===== src/rtl/ram_arb_pkg.sv =====
// Shared types for the RAM read arbiter: FSM state enum and the round-robin pick helper.
package ram_arb_pkg;

  typedef enum logic {ST_INIT, ST_RUN} state_e;

  localparam int MAX_PORTS = 4;

  // One-hot grant of the first set request found scanning from 'start', wrapping at 'n' ports.
  function automatic logic [MAX_PORTS-1:0] rr_pick(input logic [MAX_PORTS-1:0] req,
                                                   input logic [1:0]           start,
                                                   input logic [2:0]           n);
    logic [MAX_PORTS-1:0] gnt;
    logic [2:0]           idx;
    gnt = '0;
    for (int k = 0; k < MAX_PORTS; k++) begin
      idx = {1'b0, start} + 3'(k);
      if (idx >= n) idx = idx - n;
      if (3'(k) < n && gnt == '0 && req[idx[1:0]]) gnt[idx[1:0]] = 1'b1;
    end
    return gnt;
  endfunction

endpackage


===== src/rtl/rr_arbiter.sv =====
// Round-robin arbiter: the search starts at ptr_q, which moves past the winner on each grant.
module rr_arbiter
  import ram_arb_pkg::*;
#(
  parameter int PORTS = 2
) (
  input  logic             clk,
  input  logic             reset,
  input  logic             en_i,
  input  logic [PORTS-1:0] req_i,
  output logic [PORTS-1:0] gnt_o
);

  logic [1:0]           ptr_q, ptr_d;
  logic [MAX_PORTS-1:0] req4, gnt4;

  always_comb begin
    req4            = '0;
    req4[PORTS-1:0] = req_i & {PORTS{en_i}};
    gnt4            = rr_pick(req4, ptr_q, 3'(PORTS));
    ptr_d           = ptr_q;
    for (int i = 0; i < PORTS; i++)
      if (gnt4[i]) ptr_d = (i == PORTS - 1) ? 2'd0 : 2'(i + 1);
  end

  assign gnt_o = gnt4[PORTS-1:0];

  always_ff @(posedge clk) begin
    if (reset) ptr_q <= '0;
    else       ptr_q <= ptr_d;
  end

endmodule


===== src/rtl/ram_read_arbiter.sv =====
// Single-RAM front end: one write port passed through, PORTS read requesters arbitrated round-robin.
// Optional zero-fill sweep after reset is enabled with RAM_READ_ARBITER_INIT_EN.
module ram_read_arbiter
  import ram_arb_pkg::*;
#(
  parameter int WORD_COUNT = 256,
  parameter int WORD_WIDTH = 32,
  parameter int MASK_WIDTH = 4,
  parameter int PORTS      = 2,
  localparam int AW        = $clog2(WORD_COUNT)
) (
  input  logic                  clk,
  input  logic                  reset,
  output logic                  init_busy,
  input  logic                  wr_valid,
  output logic                  wr_ready,
  input  logic [AW-1:0]         wr_addr,
  input  logic [WORD_WIDTH-1:0] wr_data,
  input  logic [MASK_WIDTH-1:0] wr_mask,
  input  logic [PORTS-1:0]      rd_req_valid,
  output logic [PORTS-1:0]      rd_req_ready,
  input  logic [PORTS*AW-1:0]   rd_req_addr,
  output logic [PORTS-1:0]      rsp_valid,
  output logic [WORD_WIDTH-1:0] rsp_data,
  output logic                  ram_wr_en,
  output logic [MASK_WIDTH-1:0] ram_wr_mask,
  output logic [AW-1:0]         ram_wr_addr,
  output logic [WORD_WIDTH-1:0] ram_wr_data,
  output logic                  ram_rd_en,
  output logic [AW-1:0]         ram_rd_addr,
  input  logic [WORD_WIDTH-1:0] ram_rd_data
);

  logic             run, sweep, wr_fire;
  logic [AW-1:0]    sweep_addr;
  logic [PORTS-1:0] elig, gnt, rsp_valid_q;

`ifdef RAM_READ_ARBITER_INIT_EN
  state_e        state_q;
  logic [AW-1:0] cnt_q;
  logic          busy_q;

  always_ff @(posedge clk) begin
    if (reset) begin
      state_q <= ST_INIT;
      cnt_q   <= '0;
      busy_q  <= 1'b1;
    end else begin
      case (state_q)
        ST_INIT: begin
          cnt_q <= cnt_q + 1'b1;
          if (cnt_q == AW'(WORD_COUNT - 1)) begin
            state_q <= ST_RUN;
            busy_q  <= 1'b0;
          end
        end
        default: ;
      endcase
    end
  end

  assign sweep      = (state_q == ST_INIT) && !reset;
  assign run        = (state_q == ST_RUN) && !reset;
  assign sweep_addr = cnt_q;
  assign init_busy  = busy_q;
`else
  assign sweep      = 1'b0;
  assign run        = !reset;
  assign sweep_addr = '0;
  assign init_busy  = 1'b0;
`endif

  assign wr_ready = run;
  assign wr_fire  = wr_valid && run;

  always_comb begin
    ram_wr_en   = wr_fire;
    ram_wr_mask = wr_mask;
    ram_wr_addr = wr_addr;
    ram_wr_data = wr_data;
    if (sweep) begin
      ram_wr_en   = 1'b1;
      ram_wr_mask = '1;
      ram_wr_addr = sweep_addr;
      ram_wr_data = '0;
    end
  end

  // A read colliding with this cycle's write waits one cycle so it sees the new word.
  for (genvar i = 0; i < PORTS; i++) begin : g_elig
    assign elig[i] = rd_req_valid[i] && !(wr_fire && rd_req_addr[i*AW +: AW] == wr_addr);
  end

  rr_arbiter #(.PORTS(PORTS)) u_rr (
    .clk   (clk),
    .reset (reset),
    .en_i  (run),
    .req_i (elig),
    .gnt_o (gnt)
  );

  assign rd_req_ready = gnt;
  assign ram_rd_en    = |gnt;

  always_comb begin
    ram_rd_addr = '0;
    for (int i = 0; i < PORTS; i++)
      if (gnt[i]) ram_rd_addr = rd_req_addr[i*AW +: AW];
  end

  always_ff @(posedge clk) begin
    if (reset) rsp_valid_q <= '0;
    else       rsp_valid_q <= gnt;
  end

  // Reset squashes a response already in its output cycle.
  assign rsp_valid = rsp_valid_q & {PORTS{!reset}};
  assign rsp_data  = ram_rd_data;

endmodule


===== config.mk =====
export PLATFORM = sky130hd
export DESIGN_NAME = ram_read_arbiter
export DESIGN_NICKNAME = d
export VERILOG_FILES = /design/src/rtl/ram_arb_pkg.sv /design/src/rtl/rr_arbiter.sv /design/src/rtl/ram_read_arbiter.sv
export SDC_FILE = /design/constraint.sdc
export NUM_CORES = 1
export LEC_CHECK = 0
export BUFFER_PORTS_ARGS = -buffer_cell sky130_fd_sc_hd__buf_2
export CAP_MARGIN = 20
export CELL_PAD_IN_SITES_DETAIL_PLACEMENT = 0
export CELL_PAD_IN_SITES_GLOBAL_PLACEMENT = 1
export CORE_ASPECT_RATIO = 1.5
export CORE_MARGIN = 2
export CORE_UTILIZATION = 14
export CTS_CLUSTER_SIZE = 10
export DETAILED_ROUTE_END_ITERATION = 16
export PLACE_DENSITY_LB_ADDON = 0.1
export SKIP_LAST_GASP = 1
export SYNTH_ARGS = -nofsm -noshare
export SYNTH_HDL_FRONTEND = slang
export SYNTH_SLANG_ARGS = --single-unit

===== constraint.sdc =====
create_clock -name clk -period 1.1 [get_ports clk]
set_input_delay 0 -clock clk [delete_from_list [all_inputs] [get_ports clk]]
set_output_delay 0 -clock clk [all_outputs]
set_load 0.03 [all_outputs]

==> results.sh <==
export IMPL_yosys_area_share_simple_pct=9.747
export IMPL_p_per_area_nw_per_um2=716.2
export IMPL_wl_microns=3056
export IMPL_combPwrFrac_pct=59.9
export IMPL_status="finished with violations"
export IMPL_synth_compound_area_share_pct=14.32
export IMPL_required_ns=1.10
export IMPL_final_min_clock_period_ns=1.438
export IMPL_violations="negative setup slack"
export IMPL_grt_pass1_wl_microns=4478
export IMPL_clock_path_buffers=2
export IMPL_fmax_ghz=0.6952
export IMPL_yosysTopAreaCell="buf_4"
export IMPL_grt_antenna_before_repair=0
export IMPL_cts_root_buf="clkbuf_8"
export IMPL_cp_startpoint="u_rr.ptr_q[0]"
export IMPL_cap_violations=0
export IMPL_final_nets=237
export IMPL_clkLatencyLatePin_ns=0.21
export IMPL_dieArea_sq_um=8146
export IMPL_synth_top_family_by_area="buffers and inverters"
export IMPL_cts_tree="built"
export IMPL_clock_skew_final_ns=0.0007858
export IMPL_crit_type="reg2out"
export IMPL_die_w_microns=74.37
export IMPL_antenna_left=0
export IMPL_synthXorXnorAreaFrac_pct=13.48
export IMPL_syn_mean_instance_area_sq_um=8.123
export IMPL_syn_inst=128
export IMPL_placed_area_sq_um=1167
export IMPL_drt_iter0_drc=16
export IMPL_ys_ff_latch=3
export IMPL_pwr_share_seq_pct=11.4
export IMPL_synth_fp_nets=225
export IMPL_hp_start="wr_data[13]"
export IMPL_track_usage_pct=7.173
export IMPL_hold_buffers=0
export IMPL_place_congestion=0.6478
export IMPL_pwr_share_clk_pct=28.7
export IMPL_cp_start_kind="flip-flop"
export IMPL_timing_rr_start="u_rr.ptr_q[0]"
export IMPL_port_buffers=51
export IMPL_grt_overflow_total=0
export IMPL_setup_viol=11
export IMPL_rsz0062_at_grt="true"
export IMPL_core_rowCount=38
export IMPL_cts_sinks=3
export IMPL_path_clk_slew_ns=0.03
export IMPL_vias=833
export IMPL_synthAdderAreaFrac_pct=0
export IMPL_numCtsBuffers=3
export IMPL_cp_max_fo=5
export IMPL_fin_crit_sh_pct=130.8
export IMPL_yosysTopAreaCellShare_pct=55.60
export IMPL_p_leak_uw=0.0007240
export IMPL_yosysSeqAreaShare_pct=5.776
export IMPL_finalHoldViolations=0
export IMPL_start_util_pct=14.39
export IMPL_drtPass1Iterations=3
export IMPL_h_tree_depth=1
export IMPL_wl_per_cell_microns=12.79
export IMPL_critPathArrivalTime_ns=1.44
export IMPL_finalSetupTns_ns=-3.095
export IMPL_hold_path_class="in2out"
export IMPL_synth_area_leaders="buf_4, xnor2_1, a22o_1"
export IMPL_yosys_cell_types_count=23
export IMPL_hpwl_microns=2657
export IMPL_post_route_util_pct=21.33
export IMPL_route_detailed_drc=0
export IMPL_grt_start_max_net_pins=6
export IMPL_die_height_microns=109.5
export IMPL_area_delta_synth_final_pct=48.26
export IMPL_end_kind="output port"
export IMPL_setup_slack_ns=-0.3384
export IMPL_final_area_sq_um=1541
export IMPL_vias_per_cell=3.485
export IMPL_drv_slew=0
export IMPL_switching_power_uw=395.3
export IMPL_r2r_slack_ns=0.11
export IMPL_drive_gt1_share_pct=84.89
export IMPL_fin_cells=239
export IMPL_synth_mux_area_share_pct=0
export IMPL_pin_count=189
export IMPL_power_internal_uw=708.7
export IMPL_swShare_pct=35.80
export IMPL_place_inst=232
export IMPL_core_sq_um=7227
export IMPL_peakVddDrop_mv=0.1707
export IMPL_antenna_cells=0
export IMPL_grt_pass1_vias=922
export IMPL_netlist_area_sq_um=1040
export IMPL_hold_ws_ns=0.00001162
export IMPL_yosysWarnings=0
## through the flow
| step | worst slack (ns) | total power [uW] |
|---|---|---|
| 6_report | -0.3384 | 1104 |
| 2_1_floorplan | -0.3960 | 885.7 |
| 3_3_place_gp | -0.5353 | 653.4 |
| 4_1_cts | -0.3865 | 1102 |
| 3_5_place_dp | -0.5602 | 656.4 |
| 5_1_grt | -0.4186 | 1168 |
## cells in the mapped netlist (all sizes together)
cell,instances
a22o,8
a31oi,2
and2,1
and3,1
buf,77
conb,1
dfxtp,3
inv,2
nand2,2
nand3,2
nand4,1
nor2b,3
nor3,1
nor3b,2
nor4,1
o21ai,2
o311ai,2
o31a,1
xnor2,9
xor2,7
## power by group through the flow
stage / sequential, uW / clock [uW] / combinational [uW]
after floorplan: 124 / 0 / 762
after global placement: 126 / 0 / 527
after detailed placement: 126 / 0 / 530
after CTS: 126 / 328 / 648
after global routing: 127 / 342 / 699
final: 125 / 317 / 661
## layer usage
layer	GRT usage, %	part of all wire, %	up-vias
li1	-	-	364
met1	6.139	31	385
met2	13.59	57	62
met3	2.383	9.5	22
met4	4.592	3.2	0
met5	0	0	-
## area by class of cell
class	instances	area [sq um]
fill	829	5685
sequential	3	61.31
tap	100	125.1
clock buffer	4	45.04
inverter	2	7.507
timing repair buffer	84	688.2
multi-input combinational	46	614.3
## layout by cell type, fill, tap and decap left out, types with 3 or more instances in the layout
master	n
buf_2	25
clkbuf_8	3
a22o_4	8
xor2_1	4
buf_6	28
xnor2_2	8
buf_4	29
## path summary, 6_finish.rpt
kind,to,depth (start not counted)
worst max-delay path,ram_rd_addr[7],6
worst min-delay path,ram_wr_data[13],0
worst max register to register,u_rr.ptr_q[0],3
worst min register to register,rsp_valid_q[0],1
## cell families after synthesis
| family | Yosys count |
|---|---|
| simple gates | 14 |
| compound gates | 15 |
| other cells | 1 |
| flops | 3 |
| xor+xnor | 16 |
| buf+inv | 79 |
## registers in the layout, indices dropped and copies added, names as in the netlist
register	flops
rsp_valid_q	2
u_rr.ptr_q	1
## worst max-delay path: stages, from the launching register on
cell	delay (ns)
dfxtp_2	0.34
inv_1	0.11
o311ai_4	0.11
nor3b_4	0.18
buf_6	0.14
a22o_4	0.22
buf_6	0.13
## timing repair
| action | CTS | global route |
|---|---|---|
| resized for setup | 60 | 16 |
| pin swaps | 23 | 7 |
| hold endpoints to repair | 0 | 0 |
| endpoints found under the setup margin | 12 | 13 |
| buffers inserted | 3 | 0 |
Note: power is estimated with default switching activity, not from simulation.
